==> src/rtl/cla_pkg.sv <==
// Shared constants and elaboration helpers for the pipelined CLA adder.
//   clog4       : number of gp4 tree levels needed to cover n bits
//   width_legal : WIDTH must be a power of 4 the tree supports (4, 16, 64)
//   S1..S3      : stage indices into the pipeline valid vector
package cla_pkg;

  localparam int unsigned NUM_STAGES = 3;
  localparam int unsigned S1 = 0;
  localparam int unsigned S2 = 1;
  localparam int unsigned S3 = 2;

  // Smallest r with 4**r >= n.
  function automatic int unsigned clog4(input int unsigned n);
    int unsigned r = 0;
    longint unsigned v = 1;
    while (v < 64'(n)) begin
      v = v * 4;
      r = r + 1;
    end
    return r;
  endfunction

  function automatic bit width_legal(input int unsigned w);
    return (w == 4) || (w == 16) || (w == 64);
  endfunction

endpackage

==> src/rtl/cla_pipe_adder_if.sv <==
// Operand/result handshake bundle for cla_pipe_adder.
//   in_valid/in_ready   : operand beat handshake (a, b, cin, sub)
//   out_valid/out_ready : result handshake (sum, cout, ovf, gout, pout)
// master drives operands and consumes results; slave is the adder.
interface cla_pipe_adder_if #(
  parameter int unsigned WIDTH = 16
) ();

  logic             in_valid;
  logic             in_ready;
  logic [WIDTH-1:0] a;
  logic [WIDTH-1:0] b;
  logic             cin;
  logic             sub;
  logic             out_valid;
  logic             out_ready;
  logic [WIDTH-1:0] sum;
  logic             cout;
  logic             ovf;
  logic             gout;
  logic             pout;

  modport master (
    output in_valid, a, b, cin, sub, out_ready,
    input  in_ready, out_valid, sum, cout, ovf, gout, pout
  );

  modport slave (
    input  in_valid, a, b, cin, sub, out_ready,
    output in_ready, out_valid, sum, cout, ovf, gout, pout
  );

endinterface

==> src/rtl/cla_tree.sv <==
// Combinational multi-level lookahead tree built from gp4 cells.
//   g, p : per-bit generate/propagate
//   c0   : carry into bit 0
//   c    : c[i] = carry into bit i, c[WIDTH] = carry out of the MSB
//   gout/pout : full-width group generate/propagate (independent of c0)
module cla_tree
  import cla_pkg::*;
#(
  parameter int unsigned WIDTH = 16
) (
  input  logic [WIDTH-1:0] g,
  input  logic [WIDTH-1:0] p,
  input  logic             c0,
  output logic [WIDTH:0]   c,
  output logic             gout,
  output logic             pout
);

  localparam int unsigned LEVELS = clog4(WIDTH);

  // Level k reduces 4*CELLS group signals to CELLS; group carries
  // computed one level up come back down as each cell's cin.
  for (genvar k = 0; k < LEVELS; k++) begin : g_lvl
    localparam int unsigned CELLS = WIDTH >> (2 * (k + 1));

    logic [4*CELLS-1:0] gin_l;
    logic [4*CELLS-1:0] pin_l;
    logic [4*CELLS-1:0] ci;
    logic [CELLS-1:0]   go;
    logic [CELLS-1:0]   po;
    logic [CELLS-1:0]   cc;

    if (k == 0) begin : g_leaf
      assign gin_l = g;
      assign pin_l = p;
    end else begin : g_node
      assign gin_l = g_lvl[k-1].go;
      assign pin_l = g_lvl[k-1].po;
    end

    if (k == LEVELS - 1) begin : g_root
      assign cc = c0;
    end else begin : g_inner
      assign cc = g_lvl[k+1].ci;
    end

    for (genvar i = 0; i < CELLS; i++) begin : g_cell
      gp4 u_gp4 (
        .gin  (gin_l[4*i +: 4]),
        .pin  (pin_l[4*i +: 4]),
        .cin  (cc[i]),
        .gout (go[i]),
        .pout (po[i]),
        .cout (ci[4*i+1 +: 3])
      );
      assign ci[4*i] = cc[i];
    end
  end

  assign gout = g_lvl[LEVELS-1].go[0];
  assign pout = g_lvl[LEVELS-1].po[0];
  assign c    = {gout | (pout & c0), g_lvl[0].ci};

endmodule

==> src/rtl/gp4.sv <==
// 4-bit group generate/propagate cell with internal lookahead carries.
//   gin/pin : generate/propagate of the four children (bit 0 = LSB)
//   cin     : carry into the group
//   gout    : group generate, pout: group propagate
//   cout    : carries into children 1..3 (cout[0] -> child 1)
module gp4 (
  input  logic [3:0] gin,
  input  logic [3:0] pin,
  input  logic       cin,
  output logic       gout,
  output logic       pout,
  output logic [2:0] cout
);

  assign cout[0] = gin[0] | (pin[0] & cin);
  assign cout[1] = gin[1] | (pin[1] & gin[0]) | (pin[1] & pin[0] & cin);
  assign cout[2] = gin[2] | (pin[2] & gin[1]) | (pin[2] & pin[1] & gin[0])
                 | (pin[2] & pin[1] & pin[0] & cin);

  assign gout = gin[3] | (pin[3] & gin[2]) | (pin[3] & pin[2] & gin[1])
              | (pin[3] & pin[2] & pin[1] & gin[0]);
  assign pout = &pin;

endmodule

==> src/rtl/cla_pipe_adder.sv <==
// Three-stage pipelined carry-lookahead adder/subtractor.
//   clk, rst : rising-edge clock, asynchronous active-high reset
//   bus      : slave side of cla_pipe_adder_if (operands in, results out)
// S1 forms per-bit g/p, S2 registers the tree carries, S3 registers the
// result. One global advance moves all stages; results hold under stall.
module cla_pipe_adder
  import cla_pkg::*;
#(
  parameter int unsigned WIDTH = 16
) (
  input  logic                 clk,
  input  logic                 rst,
  cla_pipe_adder_if.slave      bus
);

  localparam int unsigned MSB = WIDTH - 1;

  if (!width_legal(WIDTH)) begin : g_bad_width
    $error("cla_pipe_adder: WIDTH must be 4, 16 or 64");
  end

  logic                  adv;
  logic [NUM_STAGES-1:0] vld;

  logic [WIDTH-1:0] b_eff;
  logic             c0_in;

  logic [WIDTH-1:0] s1_g;
  logic [WIDTH-1:0] s1_p;
  logic             s1_c0;
  logic             s1_a_msb;
  logic             s1_b_msb;

  logic [WIDTH:0]   tree_c;
  logic             tree_g;
  logic             tree_p;

  logic [WIDTH:0]   s2_c;
  logic [WIDTH-1:0] s2_p;
  logic             s2_gout;
  logic             s2_pout;
  logic             s2_a_msb;
  logic             s2_b_msb;

  logic [WIDTH-1:0] sum_nxt;

  logic [WIDTH-1:0] sum_q;
  logic             cout_q;
  logic             ovf_q;
  logic             gout_q;
  logic             pout_q;

  // Stall only when a result is waiting and downstream refuses it.
  assign adv          = !vld[S3] || bus.out_ready;
  assign bus.in_ready = adv;

  // Subtraction is a + ~b + 1; cin is overridden in that mode.
  assign b_eff = bus.sub ? ~bus.b : bus.b;
  assign c0_in = bus.sub | bus.cin;

  always_ff @(posedge clk or posedge rst) begin
    if (rst) begin
      vld <= '0;
    end else if (adv) begin
      vld[S1] <= bus.in_valid;
      vld[S2] <= vld[S1];
      vld[S3] <= vld[S2];
    end
  end

  // S1: per-bit generate/propagate.
  always_ff @(posedge clk or posedge rst) begin
    if (rst) begin
      s1_g     <= '0;
      s1_p     <= '0;
      s1_c0    <= 1'b0;
      s1_a_msb <= 1'b0;
      s1_b_msb <= 1'b0;
    end else if (adv && bus.in_valid) begin
      s1_g     <= bus.a & b_eff;
      s1_p     <= bus.a ^ b_eff;
      s1_c0    <= c0_in;
      s1_a_msb <= bus.a[MSB];
      s1_b_msb <= b_eff[MSB];
    end
  end

  cla_tree #(
    .WIDTH (WIDTH)
  ) u_tree (
    .g    (s1_g),
    .p    (s1_p),
    .c0   (s1_c0),
    .c    (tree_c),
    .gout (tree_g),
    .pout (tree_p)
  );

  // S2: carry vector from the lookahead tree.
  always_ff @(posedge clk or posedge rst) begin
    if (rst) begin
      s2_c     <= '0;
      s2_p     <= '0;
      s2_gout  <= 1'b0;
      s2_pout  <= 1'b0;
      s2_a_msb <= 1'b0;
      s2_b_msb <= 1'b0;
    end else if (adv && vld[S1]) begin
      s2_c     <= tree_c;
      s2_p     <= s1_p;
      s2_gout  <= tree_g;
      s2_pout  <= tree_p;
      s2_a_msb <= s1_a_msb;
      s2_b_msb <= s1_b_msb;
    end
  end

  assign sum_nxt = s2_p ^ s2_c[WIDTH-1:0];

  // S3: result registers; bubbles leave the last result in place.
  always_ff @(posedge clk or posedge rst) begin
    if (rst) begin
      sum_q  <= '0;
      cout_q <= 1'b0;
      ovf_q  <= 1'b0;
      gout_q <= 1'b0;
      pout_q <= 1'b0;
    end else if (adv && vld[S2]) begin
      sum_q  <= sum_nxt;
      cout_q <= s2_c[WIDTH];
      ovf_q  <= (s2_a_msb == s2_b_msb) && (sum_nxt[MSB] != s2_a_msb);
      gout_q <= s2_gout;
      pout_q <= s2_pout;
    end
  end

  assign bus.out_valid = vld[S3];
  assign bus.sum       = sum_q;
  assign bus.cout      = cout_q;
  assign bus.ovf       = ovf_q;
  assign bus.gout      = gout_q;
  assign bus.pout      = pout_q;

endmodule

==> src/flat_wrapper.sv <==
// flat-port wrapper written by rule: the top's interface ports become plain ports
module cla_pipe_adder_flat import cla_pkg::*;
#(
  parameter int unsigned WIDTH = 16
)
  (clk, rst, bus_in_valid, bus_a, bus_b, bus_cin, bus_sub, bus_out_ready, bus_in_ready, bus_out_valid, bus_sum, bus_cout, bus_ovf, bus_gout, bus_pout);
  cla_pipe_adder_if #(.WIDTH(WIDTH)) bus_i ();
  input  logic clk;
  input  logic rst;
  input wire logic [$bits(bus_i.in_valid)-1:0] bus_in_valid;
  input wire logic [$bits(bus_i.a)-1:0] bus_a;
  input wire logic [$bits(bus_i.b)-1:0] bus_b;
  input wire logic [$bits(bus_i.cin)-1:0] bus_cin;
  input wire logic [$bits(bus_i.sub)-1:0] bus_sub;
  input wire logic [$bits(bus_i.out_ready)-1:0] bus_out_ready;
  output wire logic [$bits(bus_i.in_ready)-1:0] bus_in_ready;
  output wire logic [$bits(bus_i.out_valid)-1:0] bus_out_valid;
  output wire logic [$bits(bus_i.sum)-1:0] bus_sum;
  output wire logic [$bits(bus_i.cout)-1:0] bus_cout;
  output wire logic [$bits(bus_i.ovf)-1:0] bus_ovf;
  output wire logic [$bits(bus_i.gout)-1:0] bus_gout;
  output wire logic [$bits(bus_i.pout)-1:0] bus_pout;
  assign bus_i.in_valid = bus_in_valid;
  assign bus_i.a = bus_a;
  assign bus_i.b = bus_b;
  assign bus_i.cin = bus_cin;
  assign bus_i.sub = bus_sub;
  assign bus_i.out_ready = bus_out_ready;
  assign bus_in_ready = bus_i.in_ready;
  assign bus_out_valid = bus_i.out_valid;
  assign bus_sum = bus_i.sum;
  assign bus_cout = bus_i.cout;
  assign bus_ovf = bus_i.ovf;
  assign bus_gout = bus_i.gout;
  assign bus_pout = bus_i.pout;
  cla_pipe_adder #(.WIDTH(WIDTH)) u_core (.clk(clk), .rst(rst), .bus(bus_i));
endmodule
==> config.mk <==
export PLATFORM = sky130hd
export DESIGN_NAME = cla_pipe_adder_flat
export DESIGN_NICKNAME = d
export VERILOG_FILES = /design/src/rtl/cla_pkg.sv /design/src/rtl/cla_pipe_adder_if.sv /design/src/rtl/cla_tree.sv /design/src/rtl/gp4.sv /design/src/rtl/cla_pipe_adder.sv /design/src/flat_wrapper.sv
export SDC_FILE = /design/constraint.sdc
export NUM_CORES = 1
export LEC_CHECK = 0
export BUFFER_PORTS_ARGS = -buffer_cell sky130_fd_sc_hd__buf_4
export CAP_MARGIN = 20
export CORE_MARGIN = 1.5
export CORE_UTILIZATION = 45
export DETAILED_ROUTE_END_ITERATION = 8
export PLACE_DENSITY = 0.65
export SLEW_MARGIN = 15
export SYNTH_ARGS = -nofsm -noshare
export SYNTH_HDL_FRONTEND = slang
export SYNTH_SLANG_ARGS = --single-unit
export TNS_END_PERCENT = 20
==> constraint.sdc <==
create_clock -name clk -period 6.04 [get_ports clk]
set_clock_uncertainty 0.2 [all_clocks]
set_input_delay 0.906 -clock clk [delete_from_list [all_inputs] [get_ports clk]]
set_output_delay 0.906 -clock clk [all_outputs]
set_load 0.03 [all_outputs]
After elaboration in Yosys (flattened, before gate mapping) --
Cells that the tools add are included.
Word-level totals: flip-flop bits (word level) 95, bits in latches 0, bits in writable memories 0, memory bits (read-only) 0, word-level logic and storage cells 153, memories 0
Cells by class: add/sub/neg operators 0, multiply operators 0, div/mod/pow operators 0, magnitude comparators 0, equality and inequality tests 2, shift-type cells 0, muxes and demuxes 1, bitwise logic cells 122, reductions and logical operators 11
Operators by type and width (number):
- AND 1 bit | 71
- bitwise OR 1 bit | 47
- XOR 16 bit | 2
- AND 16 bit | 1
- 2-to-1 mux 16 bit | 1
- inverter 16 bit | 1
- AND reduction 16 bit | 1
- AND reduction 4 bit | 4
- logical AND 1 bit | 4
- == test 1 bit | 1
- zero test 1 bit | 1
- logical OR 1 bit | 1
- != test 1 bit | 1

Depth between registers and ports, before layout --
Gate-level depths: netlist of run 1.
depth after elaboration 10, depth in mapped cells 7, gate-level depth less buffers 6

Modules after synthesis --
Synthesis of run 1 repeated with hierarchy kept, for this count alone.
Unflattened totals: cells, all modules 329, area, all modules 4445.5 µm²
Modules (own cells, without submodules):
- cla_pipe_adder | instances 1, cells each 282, area each 4136.5 µm², seq. area each 2377.3 µm²
- gp4 | instances 5, cells each 9, area each 58.8 µm², seq. area each 0.0 µm²
- cla_tree | instances 1, cells each 2, area each 15.0 µm², seq. area each 0.0 µm²

Worst setup path after synthesis of run 1 --
OpenSTA, ideal clock, no wires.
kind input to register, start in bus_sub, end reg u_core.s1_p[9], setup time 125 ps, arrival 1999 ps, data required time 5715 ps, slack 3716 ps, stages 5, path buffers 2, cell sequence buf_2 -> buf_2 -> xor2_1 -> ha_1 -> mux2_2
Between the ends: word-level cells in the longest chain between the ends 2
Ends and longest elaborated chain:
- start: declaration | line flat_wrapper.sv:14 | input wire logic [$bits(bus_i.sub)-1:0] bus_sub;
- 2-to-1 mux 16 bit | line cla_pipe_adder.sv:58 | assign b_eff = bus.sub ? ~bus.b : bus.b;
- XOR 16 bit | line cla_pipe_adder.sv:81 | s1_p <= bus.a ^ b_eff;
- end signal: assignment | line cla_pipe_adder.sv:81
- end: declaration | line cla_pipe_adder.sv:29 | logic [WIDTH-1:0] s1_p;
No other way between the ends. A chain may end at the register's enable or synchronous reset.

Worst setup path in the final report of run 1 --
start in bus_out_ready, end out bus_in_ready
Between the ends: word-level cells in the longest chain between the ends 1
Ends and longest elaborated chain:
- start: declaration | line flat_wrapper.sv:15 | input wire logic [$bits(bus_i.out_ready)-1:0] bus_out_ready;
- logical OR 1 bit | line cla_pipe_adder.sv:54 | assign adv = !vld[S3] || bus.out_ready;
- end: declaration | line flat_wrapper.sv:16 | output wire logic [$bits(bus_i.in_ready)-1:0] bus_in_ready;
No other way between the ends.

==> results of run 1 <==
where the power goes:
part | leakage [nW] | switching (mW) | internal (mW)
clock network | 0.0871 | 0.215 | 0.187
registers | 1.17 | 0.186 | 0.884
logic | 1.19 | 0.468 | 0.376
final cells by class:
cell class / instances / share of cell area
Clock buffer: 9 / 0.0246
Clock inverter: 6 / 0.0124
Inverter: 5 / 0.00397
Multi-Input combinational cell: 272 / 0.361
Sequential cell: 95 / 0.472
Tap cell: 129 / 0.0320
Timing Repair Buffer: 63 / 0.0938
synthesized netlist by cell type, drive strengths merged (2+ instances only):
cell type / n
nand2: 99
dfrtp: 95
mux2: 37
o21ai: 34
ha: 16
xnor2: 16
xor2: 16
a21oi: 12
buf: 12
nor2: 9
a21o: 6
inv: 5
nand3: 5
clkbuf: 3
mux2i: 3
nor3: 3
and3: 2
nor2b: 2
o311ai: 2
placed cells by master, fill, tap and decap left out, drive strengths merged, types with 2 or more instances in the layout:
cell      Yosys  layout
ha           16      16
mux2i         3       3
clkinvlp      0       3
inv           5       4
and3          2       2
o311ai        2       2
nand2        99      99
xnor2        16      16
o21ai        34      34
nor2b         2       2
nor3          3       3
a21oi        12      12
nand3         5       5
buf          12      63
clkinv        0       3
nor2          9       9
clkbuf        3       9
mux2         37      37
xor2         16      16
dfrtp        95      95
a21o          6       6
routing by layer:
layer / GRT usage / wire, um / vias to the layer above
li1: - / - / 1416
met1: 0.256 / 4120 / 1313
met2: 0.228 / 3100 / 66
met3: 0.0479 / 371 / 15
met4: 0.0618 / 153 / 0
met5: 0 / 0 / -
kinds of logic after synthesis:
kind of cell | Yosys count | synth area share
AO/OA/AOI/OAI | 61 | 0.0909
XOR/XNOR | 32 | 0.0652
adder cells (fa/ha/maj) | 16 | 0.0466
buffers and inverters | 20 | 0.0227
flip-flops | 95 | 0.553
multiplexers | 40 | 0.104
AND/OR/NAND/NOR | 123 | 0.117
how the worst min path moves through the flow:
stage / from / end / slack (ns)
after CTS: u_core.bus.sum[11] / u_core.bus.sum[11] / 0.29
after detailed placement: u_core.bus.sum[11] / u_core.bus.sum[11] / 0.27
after floorplan: u_core.s1_a_msb / u_core.s2_a_msb / 0.23
after global placement: u_core.bus.sum[13] / u_core.bus.sum[13] / 0.26
after global routing: u_core.bus.sum[1] / u_core.bus.sum[1] / 0.33
final: u_core.bus.sum[11] / u_core.bus.sum[11] / 0.28
state kept, by name, summed over array words and instances (netlist names), 3 cells and up:
name,flops
u_core.s2_p,16
u_core.s1_g,16
u_core.bus.sum,16
u_core.s2_c,17
u_core.vld,3
u_core.s1_p,16
tightest hold or removal path, stage by stage (launching register included):
cell and delay [ns]:
dfrtp_1 0.35, nand2_1 0.05, o21ai_0 0.06
through the flow:
step | instance area (um2) | total power, mW | worst slack (ns)
after floorplan | 4300 | 1.67 | 2.46
after global placement | 4850 | 1.91 | 3.40
after detailed placement | 4850 | 1.94 | 3.31
after CTS | 5040 | 2.34 | 3.44
after global routing | 5040 | 2.49 | 3.41
final | 5040 | 2.32 | 3.44
==> run summary, run 1 <==
share of layout cells above drive strength 1 = 0.273
CTS tree = yes
Detail Placement HPWL = 5580 um
die extent in x = 101 um
CTS Hold Buffers Added = 0
Worst Reg-to-Reg Cells = 6
fmax = 385 MHz
Final setup viols = 0
area leader, netlist = dfrtp_1
P per Cell Area = 460 nW/um2
CTS buffer count = 9
Synthesis Warnings = 0
WP depth = 4
initial core utilization = 0.465
GRT Overall Usage = 0.169
Worst setup EP type = output pin
Slew HR = 0.452
setup bufs post-CTS = 0
vias = 2,810
CTS resizes = 0
Site Rows = 35
Fin Setup TNS = 0 ns
Register Area = 2380 um2
post-synthesis cell count = 387
Clock transition at path regs = 0.08 ns
Cell Area, Synth = 4300 um2
gr ovfl total = 0
final std cells w/o fill = 579
outcome = finished, final reports clean
Post-synth EDFFs = 0
min Tclk post-route = 2.60 ns
RD Place Congestion = 0.809
Crit path arrival time = 1.49 ns
H-tree depth = 3
flop and latch count out of synthesis = 95
Max Cap Viol = 0
CTS sink cnt = 95
leak pwr = 2.45 nW
WS Path Type = primary input to output pin
first-pass GRT wire length = 13,300 um
fin nets = 500
Max stage delay on crit path = 0.18 ns
Worst Setup SP = bus_out_ready
period utilisation layout = 0.430
Final Slew Violations = 0
CP max-delay cell = nor2b_4
Final Core Density = 0.545
DRT Pass-1 Iters = 4
synth unique cells = 37
average size of a mapped cell = 11.1 um2
Hold Path Class = register to register
Required @ worst endpoint = 4.93 ns
Async SR Flop Fraction = 1.00
cell family with most CP delay = buffers and inverters
ANT nets after route = 0
die area = 10,100 um2
Final Hold Vio Count = 0
post-DR vias/cell = 4.85
vias in the first global route = 2,725
area delta synth->final = 17.3%
fillers = 827
Iteration-0 DRC Markers = 119
area of the multi-input gates = 1820 um2
post-synthesis net count = 441
Hold Path Stages = 2
num ports = 60
Worst R2R Start = u_core.vld[2]
Longest Clk Path Bufs = 2
input/output buffers = 59
RSZ-0062 raised after global routing = no
initial antenna violation count = 0
clk root buf = clkbuf_8
ANT cells = 0
clk_lat worst skew = 0.36 ns
Core Box Area = 9240 um2
Worst Max-Slew Pin Slew = 0.822 ns
crit-path cells = buf_4, nor2b_4, inv_2, buf_4
critical path fanouts, max = 6
register area share after synthesis = 0.553
largest net degree at the start of global routing = 66
top cells by area, synth = dfrtp_1 (55%), mux2_2 (9.4%), nand2_1 (8.6%)
R2R Path End = u_core.s2_gout
Synth top area share = 0.553
crit path capture = bus_in_ready
Post-Place Cells = 564
Max IR drop VDD = 0.126 mV
CP dominant cell by count = buf_4
reg2reg setup slack = 3.94 ns
Total Wirelength = 7750 um
die height = 101 um
Post-route DRC = 0
CP bufs+invs = 3
Avg WL per Cell = 13.4 um
Worst Hold Margin = 0.282 ns
critical path startpoint category = primary input
prevailing post-synth register cell = dfrtp_1
(Power assumes the default switching activity.)
==> inputs of run 2 (changes only) <==
--- a/config.mk
+++ b/config.mk
@@ -5,12 +5,12 @@
 export SDC_FILE = /design/constraint.sdc
 export NUM_CORES = 1
 export LEC_CHECK = 0
+export ABC_AREA = 1
 export BUFFER_PORTS_ARGS = -buffer_cell sky130_fd_sc_hd__buf_4
 export CAP_MARGIN = 20
 export CORE_MARGIN = 1.5
 export CORE_UTILIZATION = 45
 export DETAILED_ROUTE_END_ITERATION = 8
-export PLACE_DENSITY = 0.65
 export SLEW_MARGIN = 15
 export SYNTH_ARGS = -nofsm -noshare
 export SYNTH_HDL_FRONTEND = slang
==> constraint.sdc (replaced) <==
create_clock -name clk -period 2.5 [get_ports clk]
set_clock_uncertainty 0.2 [all_clocks]
set_input_delay 0.375 -clock clk [delete_from_list [all_inputs] [get_ports clk]]
set_output_delay 0.375 -clock clk [all_outputs]
set_load 0.03 [all_outputs]
==> run 2 against run 1 <==
  * Combinational power rose by 130%
  * Non-clock buffer count is 3 higher
  * Register-to-register slack got worse by 3.2 ns
  * Count of clock-buffer cells in the layout rose by 4
  * Final cell count increased by 17%
  * Sequential cell count did not move
  * Clock power grew to 2.6 times the previous value
  * Routed wire length increased by 8.9%
  * Power grew 140%
  * Highest routed layer unchanged
==> run summary, run 2 <==
outcome = finished, final reports clean
max FFs per register = 17
CTS sink cnt = 95
Final setup viols = 0
die height = 101 um
Iteration-0 DRC Markers = 163
critical path fanouts, max = 5
Synth top area share = 0.545
most frequent cells in the layout = nand2_1 (176), dfrtp_1 (95), buf_4 (63)
clk root buf = clkbuf_8
CTS tree = yes
synth unique cells = 30
min Tclk post-route = 1.72 ns
vias = 3,183
Switching Power = 2.07 mW
vias in the first global route = 2,981
Worst Reg-to-Reg Cells = 8
H-tree depth = 3
post-synthesis cell count = 487
Synthesis Warnings = 0
Hold Path Class = primary input to register
count leader, synth = nand2_1
prevailing post-synth register cell = dfrtp_1
fmax = 581 MHz
setup bufs post-CTS = 0
Slew HR = 0.666
top cells by area, synth = dfrtp_1 (54%), nand2_1 (15%), o21ai_0 (6.1%)
ANT nets after route = 0
Post-Place Cells = 663
share of layout cells above drive strength 1 = 0.180
Final Hold Vio Count = 0
GR Layer Usage met3 = 0.0304
GR Layer Usage met2 = 0.251
initial core utilization = 0.468
Max Cap Viol = 0
average size of a mapped cell = 8.96 um2
combinational cell fraction of total power = 0.358
Hold Path Stages = 3
Clock transition at path regs = 0.09 ns
power share of the clock group = 0.190
gr ovfl total = 0
num ports = 60
Cell Area, Synth = 4360 um2
CTS buffer count = 9
WS Path Type = register to output pin
die area = 10,300 um2
area leader, netlist = dfrtp_1
Synth top cells by count = nand2_1 (176), dfrtp_1 (95), o21ai_0 (53), inv_1 (30), nor2_1 (20)
RSZ-0062 raised after global routing = no
fin nets = 600
DRT Pass-1 Iters = 4
Post-route DRC = 0
Worst Max-Slew Pin Slew = 0.500 ns
ANT cells = 0
Final Slew Violations = 0
die extent in x = 101 um
Max IR drop VDD = 0.349 mV
Crit path arrival time = 1.15 ns
first-pass GRT wire length = 14,300 um
area delta synth->final = 18.5%
RD Place Congestion = 0.849
total internal power = 3.42 mW
Fin Setup TNS = 0 ns
flop and latch count out of synthesis = 95
leak pwr = 2.63 nW
met1 usage = 0.281
Detail Placement HPWL = 6040 um
Total Wirelength = 8440 um
largest net degree at the start of global routing = 96
post-DR vias/cell = 4.68
Biggest register = u_core.s2_c
switch share = 0.377
Required @ worst endpoint = 1.92 ns
Core Box Area = 9330 um2
commonest non-fill, non-tap cell in the layout = nand2_1
Site Rows = 35
final std cells w/o fill = 680
Avg WL per Cell = 12.4 um
Post-synth EDFFs = 0
period utilisation layout = 0.688
P per Cell Area = 1060 nW/um2
clk_lat worst skew = 0.35 ns
Flop pwr share = 0.452
post-synthesis net count = 541
global route hottest layer = met1
GRT Overall Usage = 0.180
Async SR Flop Fraction = 1.00
initial antenna violation count = 0
Worst setup EP type = output pin
register area share after synthesis = 0.545
input/output buffers = 59
Longest Clk Path Bufs = 2
critical path startpoint category = register
fillers = 885
-- run 2: critical path, stage by stage (launching register included) --
cell and delay [ns]:
dfrtp_1 0.36, inv_1 0.07, nor2_4 0.12, inv_2 0.08, buf_4 0.17
-- run 2: final timing paths --
path,startpoint,endpoint,slack (ns)
setup / recovery,u_core.vld[2],bus_in_ready,0.78
hold / removal,bus_a[15],u_core.s1_a_msb,0.05
setup reg to reg,u_core.vld[2],u_core.s1_p[13],0.78
hold reg to reg,u_core.bus.sum[15],u_core.bus.sum[15],0.28
max in group asynchronous,rst,u_core.s1_a_msb,1.21
min in group asynchronous,rst,u_core.bus.sum[1],0.52
-- run 2: final cells by class --
type / instances / area (um2) / area share
Sequential cell: 95 / 2380 / 0.460
Multi-Input combinational cell: 338 / 1760 / 0.341
Timing Repair Buffer: 66 / 523 / 0.101
Clock buffer: 13 / 169 / 0.0327
Tap cell: 129 / 161 / 0.0312
Inverter: 36 / 139 / 0.0269
Clock inverter: 3 / 40.0 / 0.00774
-- run 2: stage by stage --
stage / util / hold slack, ns / setup WS (ns) / cell area [um2] / power, mW
2_1_floorplan: - / 0.242 / 0.805 / 4370 / 3.85
3_3_place_gp: 0.531 / 0.254 / 0.747 / 4950 / 4.43
3_5_place_dp: 0.531 / 0.267 / 0.703 / 4950 / 4.49
4_1_cts: 0.554 / 0.0303 / 0.747 / 5170 / 5.55
5_1_grt: 0.554 / 0.0602 / 0.620 / 5170 / 5.91
6_report: 0.554 / 0.0471 / 0.780 / 5170 / 5.49
-- run 2: repair_timing --
item	in CTS	in global routing
hold buffers	1	0
gates resized for setup	0	0
endpoints found under the hold margin	95	0
-- run 2: power by group through the flow --
| stage | sequential [mW] | clock (mW) | combinational (mW) |
|---|---|---|---|
| detailed placement | 2.51 | 0 | 1.98 |
| floorplan | 2.73 | 0 | 1.12 |
| global placement | 2.49 | 0 | 1.94 |
| CTS | 2.48 | 1.07 | 1.99 |
| finish | 2.48 | 1.04 | 1.97 |
| global route | 2.56 | 1.12 | 2.23 |
-- run 2: cell families (layout without fill, tap and decap cells) --
logic type | after synthesis | in the layout | synth area share
and+or+nand+nor | 210 | 210 | 0.196
DFF | 95 | 95 | 0.545
AOI/OAI and AO/OA | 80 | 80 | 0.0972
buffers and inverters | 54 | 118 | 0.0516
xor gates and xnor gates | 32 | 32 | 0.0642
adders and majority gates | 16 | 16 | 0.0459
-- run 2: routing by layer --
metal | vias to the layer above | part of all wire
li1 | 1657 | -
met1 | 1440 | 0.54
met2 | 77 | 0.40
met3 | 9 | 0.047
met4 | 0 | 0.014
met5 | - | 0
